<file path="src/rtl/vchg_pkg.sv">
// Shared types and constants for the value-change recorder and its FIFO.
package vchg_pkg;

  localparam int DEF_WIDTH    = 32;
  localparam int DEF_TS_WIDTH = 32;

  // Drop counter ceiling; ovf_cnt sticks here once reached.
  localparam int OVF_SAT = 255;

  // Record layout at the default widths: timestamp in the upper field.
  typedef struct packed {
    logic [DEF_TS_WIDTH-1:0] ts;
    logic [DEF_WIDTH-1:0]    value;
  } vchg_rec_t;

  // Pointer width: one bit more than the address so full and empty differ.
  function automatic int ptr_w(input int depth);
    return $clog2(depth) + 1;
  endfunction

endpackage

</file>
<file path="src/rtl/vchg_fifo.sv">
// Synchronous FIFO with a registered head; write-through bypass keeps the head valid one cycle after a push.
module vchg_fifo
  import vchg_pkg::*;
#(
  parameter int DW    = 64,
  parameter int DEPTH = 8
) (
  input  logic                   clk,
  input  logic                   rst,
  input  logic                   push,
  input  logic                   pop,
  input  logic [DW-1:0]          din,
  output logic [DW-1:0]          dout,
  output logic                   full,
  output logic                   empty,
  output logic [$clog2(DEPTH):0] level
);

  localparam int PW = ptr_w(DEPTH);
  localparam int AW = PW - 1;

  logic [DW-1:0] mem [DEPTH];
  logic [PW-1:0] wr_ptr_reg, rd_ptr_reg, rd_ptr_next;
  logic [DW-1:0] dout_reg;
  logic          do_push, do_pop;

  assign empty   = (wr_ptr_reg == rd_ptr_reg);
  assign full    = (wr_ptr_reg[AW] != rd_ptr_reg[AW]) &&
                   (wr_ptr_reg[AW-1:0] == rd_ptr_reg[AW-1:0]);
  assign do_pop  = pop && !empty;
  // A full FIFO still takes a push when the same edge frees a slot.
  assign do_push = push && (!full || do_pop);

  assign rd_ptr_next = rd_ptr_reg + PW'(do_pop);
  assign level       = wr_ptr_reg - rd_ptr_reg;
  assign dout        = dout_reg;

  always_ff @(posedge clk) begin
    if (do_push) mem[wr_ptr_reg[AW-1:0]] <= din;
  end

  always_ff @(posedge clk) begin
    if (rst) begin
      wr_ptr_reg <= '0;
      rd_ptr_reg <= '0;
      dout_reg   <= '0;
    end else begin
      wr_ptr_reg <= wr_ptr_reg + PW'(do_push);
      rd_ptr_reg <= rd_ptr_next;
      // The slot being written is the next head only when it lands in an otherwise-empty FIFO.
      if (do_push && (wr_ptr_reg[AW-1:0] == rd_ptr_next[AW-1:0]))
        dout_reg <= din;
      else
        dout_reg <= mem[rd_ptr_next[AW-1:0]];
    end
  end

endmodule

</file>
<file path="src/rtl/vchg_recorder.sv">
// Value-change recorder: inertially filters a watched signal and queues {timestamp, value} records.
module vchg_recorder
  import vchg_pkg::*;
#(
  parameter int WIDTH    = 32,
  parameter int TS_WIDTH = 32,
  parameter int DEPTH    = 8,
  parameter int HOLD     = 0
) (
  input  logic                   clk,
  input  logic                   rst,
  input  logic                   en,
  input  logic [WIDTH-1:0]       sig_in,
  output logic                   out_valid,
  input  logic                   out_ready,
  output logic [TS_WIDTH-1:0]    out_time,
  output logic [WIDTH-1:0]       out_value,
  output logic [$clog2(DEPTH):0] level,
  output logic                   ovf,
  output logic [7:0]             ovf_cnt
);

  logic [TS_WIDTH-1:0]       tcnt_reg, cand_t_reg;
  logic [WIDTH-1:0]          last_reg, cand_reg;
  logic [7:0]                stab_reg;
  logic                      ovf_reg;
  logic [7:0]                ovf_cnt_reg;
  logic                      push, pop, drop, full, empty;
  logic [TS_WIDTH+WIDTH-1:0] head;

  // Accept once the candidate has survived HOLD further stable edges.
  assign push = en && (sig_in == cand_reg) && (cand_reg != last_reg) &&
                (stab_reg == 8'(HOLD));
  assign pop  = out_valid && out_ready;
  assign drop = push && full && !pop;

  always_ff @(posedge clk) begin
    if (rst) begin
      tcnt_reg    <= '0;
      last_reg    <= '0;
      cand_reg    <= '0;
      cand_t_reg  <= '0;
      stab_reg    <= '0;
      ovf_reg     <= 1'b0;
      ovf_cnt_reg <= '0;
    end else begin
      tcnt_reg <= tcnt_reg + TS_WIDTH'(1);
      if (en) begin
        if (sig_in != cand_reg) begin
          cand_reg   <= sig_in;
          cand_t_reg <= tcnt_reg;
          stab_reg   <= '0;
        end else if (cand_reg != last_reg) begin
          // last follows the settled value even when the record is dropped.
          if (stab_reg == 8'(HOLD)) last_reg <= cand_reg;
          else                      stab_reg <= stab_reg + 8'd1;
        end
      end
      if (drop) begin
        ovf_reg <= 1'b1;
        if (ovf_cnt_reg != 8'(OVF_SAT)) ovf_cnt_reg <= ovf_cnt_reg + 8'd1;
      end
    end
  end

  vchg_fifo #(
    .DW    (TS_WIDTH + WIDTH),
    .DEPTH (DEPTH)
  ) u_fifo (
    .clk   (clk),
    .rst   (rst),
    .push  (push),
    .pop   (pop),
    .din   ({cand_t_reg, cand_reg}),
    .dout  (head),
    .full  (full),
    .empty (empty),
    .level (level)
  );

  assign out_valid = !empty;
  assign out_time  = head[WIDTH +: TS_WIDTH];
  assign out_value = head[WIDTH-1:0];
  assign ovf       = ovf_reg;
  assign ovf_cnt   = ovf_cnt_reg;

endmodule

</file>
<file path="config.mk">
export PLATFORM = sky130hd
export DESIGN_NAME = vchg_recorder
export DESIGN_NICKNAME = d
export VERILOG_FILES = /design/src/rtl/vchg_pkg.sv /design/src/rtl/vchg_fifo.sv /design/src/rtl/vchg_recorder.sv
export SDC_FILE = /design/constraint.sdc
export NUM_CORES = 1
export LEC_CHECK = 0
export CAP_MARGIN = 5
export CORE_MARGIN = 3
export CORE_UTILIZATION = 35
export CTS_BUF_LIST = sky130_fd_sc_hd__clkbuf_16
export CTS_CLUSTER_DIAMETER = 80
export DETAILED_ROUTE_END_ITERATION = 10
export GPL_TIMING_DRIVEN = 0
export PLACE_DENSITY_LB_ADDON = 0.3
export SYNTH_ARGS = -nofsm -noshare
export SYNTH_HDL_FRONTEND = slang
export SYNTH_SLANG_ARGS = --single-unit
</file>
<file path="constraint.sdc">
create_clock -name clk -period 10.7 [get_ports clk]
set_input_delay 2.14 -clock clk [delete_from_list [all_inputs] [get_ports clk]]
set_output_delay 2.14 -clock clk [all_outputs]
set_load 0.05 [all_outputs]
</file>
==> results.md, run 1 <==
- Subtracting the final worst setup slack from the clock period gives 6.10 ns.
- The clock transition at the register clock pins on the worst setup and hold paths after CTS is 0.06 ns.
- Walking the worst path, the cells encountered are clkdlybuf4s50_1, xor2_1, nor4_1, nand4_1, or2_0, clkbuf_1, or3_1, buf_2, nor4_2, buf_4, buf_4, buf_4.
- The die width is 292 um.
- In this run the worst setup path begins at sig_in[25].
- The later pin in the worst-skew pair is clocked with a latency of 0.63 ns.
- The final RePlAce weighted congestion is 0.861.
- Setup repair after global routing left no endpoint under its margin.
- The total inserted antenna cells is 0.
- The number of hold buffers added after CTS is 0.
- Clock tree synthesis found a total of 729 sinks.
- Detailed placement ended at an HPWL of 51.1 mm.
- The number of synthesized flops with an enable pin is 512.
- The first detailed-routing pass ran for 7 iterations.
- The tightest min-delay check is of the flop to flop type.
- Of the total synthesized cell area, the portion taken by full adders, half adders and majority gates is 0.00550.
- The slowest stage of the critical path belongs to the cell sky130_fd_sc_hd__nor4_2.
- The layout cell share with drive strength beyond 1 is 0.188.
- Across the routed clock network, the largest skew measured is 0.0280 ns.
- Measured along the y axis, the die boundary spans 292 um.
- The number of nets handed over by synthesis was 1,777.
- The total track usage is 0.172.
- The area of the mapped netlist is 28,700 um2.
- The first-pass GRT wire length is 109 mm.
- The worst ir drop on vdd is 0.000124 V.
- The total wire length is 73.5 mm.
- The buffer type at the clock tree root is sky130_fd_sc_hd__clkbuf_16.
- Relative to the synthesized area, the layout overhead comes to 19.9%.
- TritonCTS built the clock tree.
- Counting every instance in the synthesized netlist gives 1,729.
- The highest achievable clock rate is 164 MHz.
- The endpoint identified for the worst register-to-register timing path is u_fifo.dout[29].
- The average instance in the mapped netlist occupies 16.6 um2.
- The critical path start-end classification is input port to flop.
- The initialized floorplan defines 104 standard-cell rows.
- The first-iteration detailed-routing DRC count is 1,258.
- The count of final hold-check violations is 0.
- The via total after detailed routing is 16,100.
- The run finished with clean final reports.
- The register with the most flip-flops in the layout has 512 of them.
- Clock tree synthesis inserted a total of 79 buffers.
- The number of top-level pins is 114.
- The count of buffering cells on the critical path with inverters included is 6.
- The initial antenna violation count is 3.
- The number of port buffers is 111.
- The sort of element at the start of the critical path is an input port.
- The number of DRC violations after detailed routing is 0.
- The compound-gate portion of the synthesized area is 0.0171.
- The worst-case register-to-register setup slack is 5.70 ns.
- The maximum fanout count along the critical path is 9.
- Data on the critical path is required at its endpoint by 11.01 ns.
- The count of cells resized by post-cts repair is 0.
- The number of stages on the worst hold path is 2.
- The starting density of the core is 0.355.
- The number of distinct library cells after synthesis is 46.
- The most used flip-flop cell after synthesis is sky130_fd_sc_hd__edfxtp_1.
- In the final design database the tool counted 2,041 nets.
- The final-report setup violation count is 0.
- The clock passes through at most 3 buffers.
- After detailed placement, the design holds a cell count of 2,972.
- STA classifies the critical path endpoint as a flop.
- The post-synthesis xor/xnor area fraction is 0.0308.
- The power per unit of standard cell area is 174 nW/um2.
- Fill cells in the final layout number 7,165.
- The number of global-route vias before repair was 16,700.
- The synthesized design contains 729 register bits.
- The cell leakage power is 0.0113 uW.
- The count of max-cap constraint violations is 0.
- The depth of the worst register-to-register path is 12.
- The worst hold path begins at ovf.
- STA puts the critical path data arrival time at 6.41 ns.
- The number of slew-limit violations in the final report is 0.
- The via density per instance is 5.17.
- The die covers 85,400 um2.
- For the pin with the worst max-slew slack, the measured transition is 1.45 ns.
- The number of non-filler instances in the completed layout is 3,120.
- The critical register-to-register path startpoint is u_fifo.wr_ptr_reg[0].
- The clock tree synthesis step divided the H-tree into 3 levels.
- Entering global routing, the biggest net connects 41 pins.
- The design draws 5970 uW.
- The share of the Yosys chip area taken by registers is 0.688.
- Dividing the detail-routed wire length by the instance count gives 23.6 um.
- In the finished design, the share of the clock period the worst path needs comes to 0.570.
- By area, the combinational part of the netlist is dominated by multiplexers.
- The cell family contributing the most delay on the critical path is simple AND/OR/NAND/NOR gates.
- The cell repeated most along the worst path is sky130_fd_sc_hd__buf_4.
- The core region is 80,800 um2.
- The total negative slack for setup checks is 0 ns.
- Global routing finished with a remaining overflow of 0.
- For this run, the slowest stage of the critical path takes 0.88 ns.
- The post-detailed-route count of antenna-violating nets is 0.
- The async set-or-reset flop fraction in the synthesized netlist is 0.
- The relative slew slack is 0.0243.
- In this run the post-CTS setup repair buffer count came out at 0.
- The proportion of synthesized area in mux cells is 0.169.
- The simple-gate share of the synthesized area is 0.0747.
- The path with the worst hold slack has its endpoint at ovf.
- The warning count from the yosys run is 0.
through the flow:
step / util / area, um2 / hold slack (ns) / worst slack (ns)
CTS: 0.426 / 34400 / 0.487 / 4.68
finish: 0.426 / 34400 / 0.486 / 4.60
detailed placement: 0.393 / 31700 / 0.469 / 4.03
global route: 0.426 / 34400 / 0.508 / 4.41
floorplan: - / 28700 / 0.437 / 0.344
global placement: 0.385 / 31100 / 0.463 / -8.26
cell usage after synthesis (all sizes together) (9+ instances only):
cell | instances | area, um2
nor2 | 108 | 405
buf | 36 | 163
nand3 | 21 | 105
edfxtp | 512 | 15400
dfxtp | 217 | 4340
inv | 13 | 48.8
or2 | 34 | 213
o21ai | 12 | 63.8
nand2 | 20 | 75.1
ha | 11 | 138
nand4 | 25 | 156
or3 | 10 | 67.6
nor3 | 11 | 70.1
clkbuf | 63 | 236
o31ai | 39 | 293
mux4 | 128 | 2880
or4 | 9 | 67.6
nor2b | 10 | 62.6
nand2b | 66 | 413
xor2 | 50 | 438
xnor2 | 51 | 447
a21oi | 16 | 80.1
nor4 | 16 | 100
nand4b | 32 | 280
mux2i | 192 | 1920
power by group:
group / switching, uW / internal, uW
clock: 1130 / 1620
combinational: 109 / 62.2
sequential: 31.0 / 3020
final cells by class:
class | instances | area (um2) | area share
Clock buffer | 84 | 2100 | 0.0611
Clock inverter | 64 | 549 | 0.0160
Inverter | 13 | 48.8 | 0.00142
Sequential cell | 729 | 19700 | 0.573
Buffer | 99 | 399 | 0.0116
Tap cell | 1060 | 1330 | 0.0386
Timing Repair Buffer | 183 | 1700 | 0.0494
Multi-Input combinational cell | 888 | 8550 | 0.249
metal layers:
metal | track usage | part of all wire | vias to the layer above
met3 | 0.0368 | 0.065 | 123
met1 | 0.232 | 0.43 | 8332
met2 | 0.280 | 0.48 | 474
met4 | 0.0536 | 0.027 | 2
met5 | 0 | 0.000095 | -
li1 | - | - | 7200
cells by family (layout without fill, tap and decap cells):
family	after synthesis	after routing
DFF	729	729
and+or+nand+nor	379	379
muxes	323	323
buffers and inverters	112	443
xor gates and xnor gates	101	101
AOI/OAI and AO/OA	73	73
adders and majority gates	12	12
worst register-to-register path, stage by stage (launching register included):
cell	delay [ns]
sky130_fd_sc_hd__dfxtp_1	0.51
sky130_fd_sc_hd__inv_1	0.22
sky130_fd_sc_hd__ha_1	0.37
sky130_fd_sc_hd__nand4_1	0.11
sky130_fd_sc_hd__and2_1	0.19
sky130_fd_sc_hd__ha_1	0.19
sky130_fd_sc_hd__ha_1	0.44
sky130_fd_sc_hd__clkbuf_1	0.92
sky130_fd_sc_hd__clkbuf_1	0.79
sky130_fd_sc_hd__mux4_2	0.36
sky130_fd_sc_hd__mux2i_1	0.06
sky130_fd_sc_hd__or2_2	0.31
sky130_fd_sc_hd__mux2i_1	0.38
worst max path at each step:
stage | cells after the start | endpoint
2_1_floorplan | 8 | u_fifo.mem[3][0]
3_5_place_dp | 12 | u_fifo.mem[5][20]
3_3_place_gp | 9 | u_fifo.mem[6][20]
4_1_cts | 12 | u_fifo.mem[5][26]
6_report | 12 | u_fifo.mem[5][26]
5_1_grt | 12 | u_fifo.mem[5][26]
placed cells by master (no fill, tap or decap), drive strengths merged, types with 4 or more instances in the layout:
master / n
nor2: 108
clkdlybuf4s50: 111
clkbuf: 147
o31ai: 39
nand2: 20
ha: 11
mux2i: 192
bufinv: 8
nor2b: 10
or3: 10
nand4b: 32
dfxtp: 217
nand2b: 66
or2: 34
clkinv: 29
o21ai: 12
edfxtp: 512
a21oi: 16
and4: 4
clkinvlp: 4
xor2: 50
nor3: 11
xnor2: 51
mux4: 128
nand4: 25
nand3: 21
or4: 9
buf: 108
nor4: 16
and3: 7
inv: 36
(Power assumes the default switching activity.)
==> run 2: changes to the inputs <==
Clock period 10.7 ns to 5.9 ns, I/O delays scaled along.
==> results.md, run 2 (synthesis gave the netlist of run 1 again) <==
- The via total after detailed routing is 16,000 (-1.0%).
- The wire length per cell after detailed routing is 23.8 um (+1.2%).
- The worst setup path is launched from a flop.
- The count of max-cap constraint violations was 0 (unchanged).
- The path class of the tightest hold or removal check is flop to flop.
- The final-report setup violation count is 0 (unchanged).
- The number of rows in the core area was 104 (unchanged).
- The slew at the pin with the worst max-slew slack is 1.23 ns (-0.222 ns).
- The growth of design area from synthesis to finish was 20.0% (about the same).
- The maximum level of the CTS H-tree is 3 (unchanged).
- By startpoint and endpoint, the worst setup path is classified as flop to flop.
- The total track usage was 0.173 (+0.000772).
- The clock net sink count was 729 (unchanged).
- The worst ir drop on vdd is 0.000181 V (+46%).
- The count of buffering cells on the critical path with inverters included is 3 (-3).
- The vertical extent of the die is 292 um (unchanged).
- The final net count is 2,015 (-1.3%).
- The total wire length is 73.8 mm (+0.42%).
- The tree is rooted in a sky130_fd_sc_hd__clkbuf_16.
- The number of slew-limit violations in the final report came to 0 (unchanged).
- The library cell used most frequently in the layout, excluding fill and tap cells, is sky130_fd_sc_hd__edfxtp_1.
- The layout cell share with drive strength beyond 1 was 0.178 (-0.0104).
- The number of hold buffers added after CTS is 0 (unchanged).
- The initial antenna violation count is 1 (-2).
- The die width is 292 um (unchanged).
- The first-iteration detailed-routing DRC count is 1,298 (+3.2%).
- STA classifies the critical path endpoint as a flop.
- The HPWL after detailed placement is 50.9 mm (-0.41%).
- The post-detailed-route count of antenna-violating nets was 0 (unchanged).
- The cell repeated most along the worst path is sky130_fd_sc_hd__ha_1.
- The count of final hold-check violations was 0 (unchanged).
- The relative slew slack is 0.173 (+0.149).
- The final worst setup slack is 0.910 ns (-3.69 ns).
- The number of global-route vias before repair is 16,500 (-1.1%).
- The maximum fanout count along the critical path is 10 (+1).
- Static timing analysis puts the maximum clock frequency at 200 MHz.
- The cell leakage power is 0.0112 uW (-0.99%).
- The final RePlAce weighted congestion is 0.819 (-4.8%).
- Setup repair after global routing left no endpoint under its margin.
- The count of cells resized by post-cts repair is 0 (unchanged).
- The core area is 80,800 um2 (unchanged).
- The data arrival time of the worst path is 5.44 ns (-0.97 ns).
- The number of DRC violations after detailed routing is 0 (unchanged).
- The clock transition at the register clock pins on the worst setup and hold paths after CTS is 0.06 ns (about the same).
- The power per unit of standard cell area is 313 nW/um2 (+80%).
- The critical path goes through inv_1, ha_1, nand4_1, and2_1, ha_1, ha_1, xor2_1, clkbuf_1, buf_1, mux2i_1, or2_2, mux2i_1.
- The setup slack at placement is 0.318 ns (-3.71 ns).
- The first-pass GRT wire length is 110 mm (+0.31%).
- The TritonCTS clock tree is done.
- The cell at the slowest stage of the critical path is sky130_fd_sc_hd__buf_1.
- The critical path's largest stage delay was 0.97 ns (+0.09 ns).
- The starting density of the core came to 0.355 (unchanged).
- The number of port buffers is 111 (unchanged).
- The clock network latency to the later pin of the worst-skew pair was 0.62 ns (about the same).
- The via density per instance is 5.16 (-0.23%).
- The flow ran to the end, and the final reports show no timing, DRC or antenna violations.
- The pin count of the biggest net entering global routing is 39 (-4.9%).
- In the finished design, the share of the clock period the worst path needs comes to 0.846.
- The required time at the endpoint of the critical path is 6.35 ns (-4.66 ns).
- The CTS buffer count was 80 (+1.3%).
- The worst hold slack is 0.471 ns (-0.0147 ns).
- The number of top-level pins is 114 (unchanged).
- The buffer count from post-CTS setup fixing is 0 (unchanged).
- Counting I/O delays and the setup requirement, the final critical path takes 4.99 ns.
- The iteration count of the initial detailed-routing pass is 5 (-2).
- The number of flip-flops in the largest register came to 512 (unchanged).
- The maximum clock insertion buffer count is 3 (unchanged).
- The library cells used most frequently in the layout, excluding fill and tap cells, are 512 x sky130_fd_sc_hd__edfxtp_1, 217 x sky130_fd_sc_hd__dfxtp_1, 192 x sky130_fd_sc_hd__mux2i_1, 128 x sky130_fd_sc_hd__mux4_2, 111 x sky130_fd_sc_hd__clkdlybuf4s50_1.
- The die area came to 85,400 um2 (unchanged).
- The worst clock skew on the final layout is 0.0262 ns (-0.00181 ns).
- The global-route congestion overflow total is 0 (unchanged).
- The largest delay contributor family on the critical path is buffers and inverters.
-- run 2: cell count changes in the layout (fill, tap and decap cells not counted), moves of 2 or more --
cell                       before  now
sky130_fd_sc_hd__clkinv_2      11   20
sky130_fd_sc_hd__buf_6          2   29
sky130_fd_sc_hd__buf_4         68    0
sky130_fd_sc_hd__nor4_2         6    0
sky130_fd_sc_hd__diode_2        0    2
sky130_fd_sc_hd__inv_2          3    0
sky130_fd_sc_hd__inv_16         2    0
sky130_fd_sc_hd__nor4_4         0    6
sky130_fd_sc_hd__inv_6          3    1
sky130_fd_sc_hd__buf_8          0   14
-- run 2: through the flow --
step / instances / total power, uW / instance area (um2) / TNS, ns / util
final: 3096 / 10800 / 34400 / 0 / 0.426
after global routing: 3094 / 11100 / 34400 / 0 / 0.426
after CTS: 3093 / 10900 / 34400 / 0 / 0.426
after detailed placement: 2944 / 5950 / 31800 / 0 / 0.393
after global placement: 2900 / 5940 / 31200 / -2602.15 / 0.386
after floorplan: 1729 / 5790 / 28700 / -329.29 / -
-- run 2: path summary, 6_finish.rpt --
path / slack, ns / cells past startpoint / endpoint / from
worst max register to register: 0.91 / 12 / u_fifo.dout[30] / u_fifo.wr_ptr_reg[0]
worst min register to register: 0.47 / 1 / tcnt_reg[0] / tcnt_reg[0]
worst max-delay path: 0.91 / 12 / u_fifo.dout[30] / u_fifo.wr_ptr_reg[0]
worst min-delay path: 0.47 / 1 / tcnt_reg[0] / tcnt_reg[0]
-- run 2: metal layers --
layer	wire length (um)	GRT usage	vias up
met1	31600	0.231	8273
met5	0	0	-
met3	4100	0.0299	89
li1	-	-	7160
met2	36800	0.296	448
met4	1340	0.0402	0
-- run 2: worst register-to-register path: stages, from the launching register on --
cell and delay, ns:
sky130_fd_sc_hd__dfxtp_1 0.58, sky130_fd_sc_hd__inv_1 0.28, sky130_fd_sc_hd__ha_1 0.39, sky130_fd_sc_hd__nand4_1 0.11, sky130_fd_sc_hd__and2_1 0.19, sky130_fd_sc_hd__ha_1 0.20
sky130_fd_sc_hd__ha_1 0.19, sky130_fd_sc_hd__xor2_1 0.27, sky130_fd_sc_hd__clkbuf_1 0.79, sky130_fd_sc_hd__buf_1 0.98, sky130_fd_sc_hd__mux2i_1 0.16, sky130_fd_sc_hd__or2_2 0.31
sky130_fd_sc_hd__mux2i_1 0.38
-- run 2: where the power goes --
part,total (uW),internal (uW),switching [uW]
sequential,5530,5470,56.1
clock,4930,2910,2020
combinational,309,113,197
-- run 2: layout make-up --
| cell class | instances | area [um2] |
|---|---|---|
| Antenna cell | 2 | 5.00 |
| Clock buffer | 85 | 2130 |
| Clock inverter | 64 | 487 |
| Fill cell | 7135 | 46400 |
| Sequential cell | 729 | 19700 |
| Tap cell | 1060 | 1330 |
| Timing Repair Buffer | 156 | 1700 |
| Buffer | 99 | 399 |
| Multi-Input combinational cell | 888 | 8610 |
| Inverter | 13 | 48.8 |
==> run 3: changes to the inputs <==
Clock period 5.9 ns to 4.2 ns, I/O delays scaled along.
==> results.md, run 3 (synthesis gave the netlist of run 1 again) <==
- The time the worst path needs with I/O delays and setup is 4.04 ns (-0.952 ns).
- The die width is 292 um (unchanged).
- The required time at the endpoint of the critical path was 4.65 ns (-1.70 ns).
- The maximum level of the CTS H-tree is 3 (unchanged).
- The pin count of the biggest net entering global routing is 34 (-13%).
- The highest achievable clock rate is 248 MHz (+24%).
- The cell repeated most along the worst path is sky130_fd_sc_hd__ha_1.
- The total track usage is 0.174 (+0.000774).
- The core area was 80,800 um2 (unchanged).
- The vertical extent of the die is 292 um (unchanged).
- The global-route congestion overflow total was 0 (unchanged).
- The number of slew-limit violations in the final report is 0 (unchanged).
- The worst ir drop on vdd came to 0.000276 V (+52%).
- The number of rows in the core area was 104 (unchanged).
- The run finished with clean final reports.
- The critical path is of the flop to flop type.
- The largest delay contributor family on the critical path is buffers and inverters.
- The iteration count of the initial detailed-routing pass is 6 (+1).
- The first-pass GRT wire length was 110 mm (+0.63%).
- The via total after detailed routing is 16,200 (+1.6%).
- The slew at the pin with the worst max-slew slack is 1.26 ns (+0.0268 ns).
- The relative slew slack is 0.157 (-0.0161).
- The power per unit of standard cell area is 433 nW/um2 (+38%).
- The die area is 85,400 um2 (unchanged).
- The TritonCTS clock tree is done.
- The sort of element at the start of the critical path is a flop.
- The sort of element at the end of the critical path is a flop.
- The number of port buffers came to 111 (unchanged).
- The first-iteration detailed-routing DRC count is 1,514 (+17%).
- The maximum clock insertion buffer count is 3 (unchanged).
- The via density per instance was 5.21 (+1.0%).
- The clock transition at the register clock pins on the worst setup and hold paths after CTS was 0.06 ns (about the same).
- The total wire length is 74.8 mm (+1.3%).
- The net switching power of the design is 3240 uW (+43%).
- The critical path goes through clkinvlp_4, ha_1, nand4_1, and2_1, ha_1, ha_1, clkbuf_2, clkbuf_2, mux4_2, mux2i_1, o31ai_1.
- The data arrival time of the worst path is 4.48 ns (-0.96 ns).
- The number of DRC violations after detailed routing came to 0 (unchanged).
- The count of max-cap constraint violations is 0 (unchanged).
- The part of the total power dissipated in combinational logic came to 0.029 (about the same).
- From synthesis to final layout, the design area changed by 20.6%.
- The final RePlAce weighted congestion is 0.863 (+5.3%).
- The HPWL after detailed placement is 50.3 mm (-1.1%).
- The wire length per cell after detailed routing is 24.0 um (+0.70%).
- The layout cell share with drive strength beyond 1 is 0.202 (+0.0244).
- The cell internal power dissipation is 11,700 uW (+38%).
- The CTS buffer count is 81 (+1.3%).
- The portion of the clock cycle consumed by the worst path in the final layout came to 0.961 (+0.116).
- The class of the tightest hold or removal check is flop to flop.
- The worst-case register-to-register setup slack is 0.16 ns (-0.75 ns).
- The switching share of power came to 0.216 (+0.00571).
- The clock net sink count is 729 (unchanged).
- The worst clock skew on the final layout came to 0.0306 ns (+0.00445 ns).
- The cell leakage power is 0.0114 uW (+1.5%).
- The number of global-route vias before repair is 16,800 (+1.6%).
- The part of the power in the clock network is 0.452 (-0.006).
- The critical path's largest stage delay is 0.66 ns (-0.31 ns).
- The fraction of power consumed by sequential logic is 0.519 (+0.005).
- The final net count is 2,032 (+0.84%).
- The total negative slack for setup checks is 0 ns (unchanged).
- Setup repair after global routing could not meet its margin everywhere.
- The buffer type at the clock tree root is sky130_fd_sc_hd__clkbuf_16.
- The commonest non-fill, non-tap cell in the layout is sky130_fd_sc_hd__edfxtp_1.
- The starting density of the core is 0.355 (unchanged).
- In the layout the commonest cells are 512 x sky130_fd_sc_hd__edfxtp_1, 216 x sky130_fd_sc_hd__dfxtp_1, 190 x sky130_fd_sc_hd__mux2i_1, 128 x sky130_fd_sc_hd__mux4_2, 111 x sky130_fd_sc_hd__clkdlybuf4s50_1.
- The post-detailed-route count of antenna-violating nets came to 0 (unchanged).
- The post-route total power is 15,000 uW (+39%).
- The number of flip-flops in the largest register came to 512 (unchanged).
- The maximum fanout count along the critical path was 10 (unchanged).
- The count of final hold-check violations is 0 (unchanged).
- The cell at the slowest stage of the critical path is sky130_fd_sc_hd__o31ai_1.
- The initial antenna violation count is 1 (unchanged).
- The count of buffering cells on the critical path with inverters included came to 3 (unchanged).
- The number of top-level pins is 114 (unchanged).
- The clock network latency to the later pin of the worst-skew pair is 0.63 ns (about the same).
- The number of hold buffers added after CTS is 0 (unchanged).
- The final-report setup violation count was 0 (unchanged).
run 3: cell types whose count changed in the layout (fill, tap and decap cells not counted), sizes merged:
cell / previous run / this run
inv: 30 / 38
buf: 81 / 86
clkbuf: 148 / 152
clkinv: 36 / 32
and4: 4 / 6
bufinv: 7 / 5
clkdlybuf4s15: 0 / 2
clkinvlp: 4 / 6
diode: 2 / 3
run 3: cell type report:
cell class                      instances  area [um2]
Inverter                               13        52.6
Multi-Input combinational cell        890        8660
Clock buffer                           82        2050
Clock inverter                         68         490
Fill cell                            7112       46200
Tap cell                             1060        1330
Sequential cell                       729       19700
Antenna cell                            3        7.51
Timing Repair Buffer                  170        1800
Buffer                                 99         488
run 3: repair_timing:
| item | 4_1_cts | 5_1_grt |
|---|---|---|
| setup endpoints to repair | 206 | 144 |
| setup buffers | 9 | 6 |
| pin swaps | 6 | 4 |
| gates resized for setup | 36 | 38 |
| gates cloned | 0 | 2 |
run 3: power groups by stage:
stage	Sequential (uW)	Clock [uW]	Combinational [uW]
final	7770	6760	436
after CTS	7770	6920	436
after detailed placement	7920	0	433
after floorplan	7960	0	173
after global routing	7770	7250	459
after global placement	7910	0	432
run 3: metrics by stage:
step,util,instances,worst slack (ns),hold WS [ns],cell area [um2]
2_1_floorplan,-,1729,-0.586,0.437,28800
4_1_cts,0.427,3103,0.00241,0.474,34500
6_report,0.428,3114,0.162,0.472,34600
3_3_place_gp,0.386,2900,-4.12,0.463,31200
3_5_place_dp,0.393,2944,-0.950,0.461,31800
5_1_grt,0.428,3111,-0.0139,0.494,34600
run 3: worst reg2reg max path: stages, from the launching register on:
cell and delay, ns:
sky130_fd_sc_hd__dfxtp_2 0.51, sky130_fd_sc_hd__clkinvlp_4 0.23, sky130_fd_sc_hd__ha_1 0.35, sky130_fd_sc_hd__nand4_1 0.11
sky130_fd_sc_hd__and2_1 0.20, sky130_fd_sc_hd__ha_1 0.19, sky130_fd_sc_hd__ha_1 0.42, sky130_fd_sc_hd__clkbuf_2 0.42
sky130_fd_sc_hd__clkbuf_2 0.42, sky130_fd_sc_hd__mux4_2 0.27, sky130_fd_sc_hd__mux2i_1 0.09, sky130_fd_sc_hd__o31ai_1 0.66
run 3: per-layer routing:
| metal | global-route usage | wire length [um] | vias to the layer above |
|---|---|---|---|
| li1 | - | - | 7210 |
| met1 | 0.234 | 31900 | 8300 |
| met2 | 0.279 | 35300 | 585 |
| met3 | 0.0394 | 5370 | 135 |
| met4 | 0.0585 | 2190 | 0 |
| met5 | 0 | 0 | - |
run 3: final timing paths:
path	cells after the start	from	endpoint
min	1	tcnt_reg[0]	tcnt_reg[0]
max	11	u_fifo.wr_ptr_reg[0]	u_fifo.dout[57]
max reg2reg	11	u_fifo.wr_ptr_reg[0]	u_fifo.dout[57]
min reg2reg	1	tcnt_reg[0]	tcnt_reg[0]
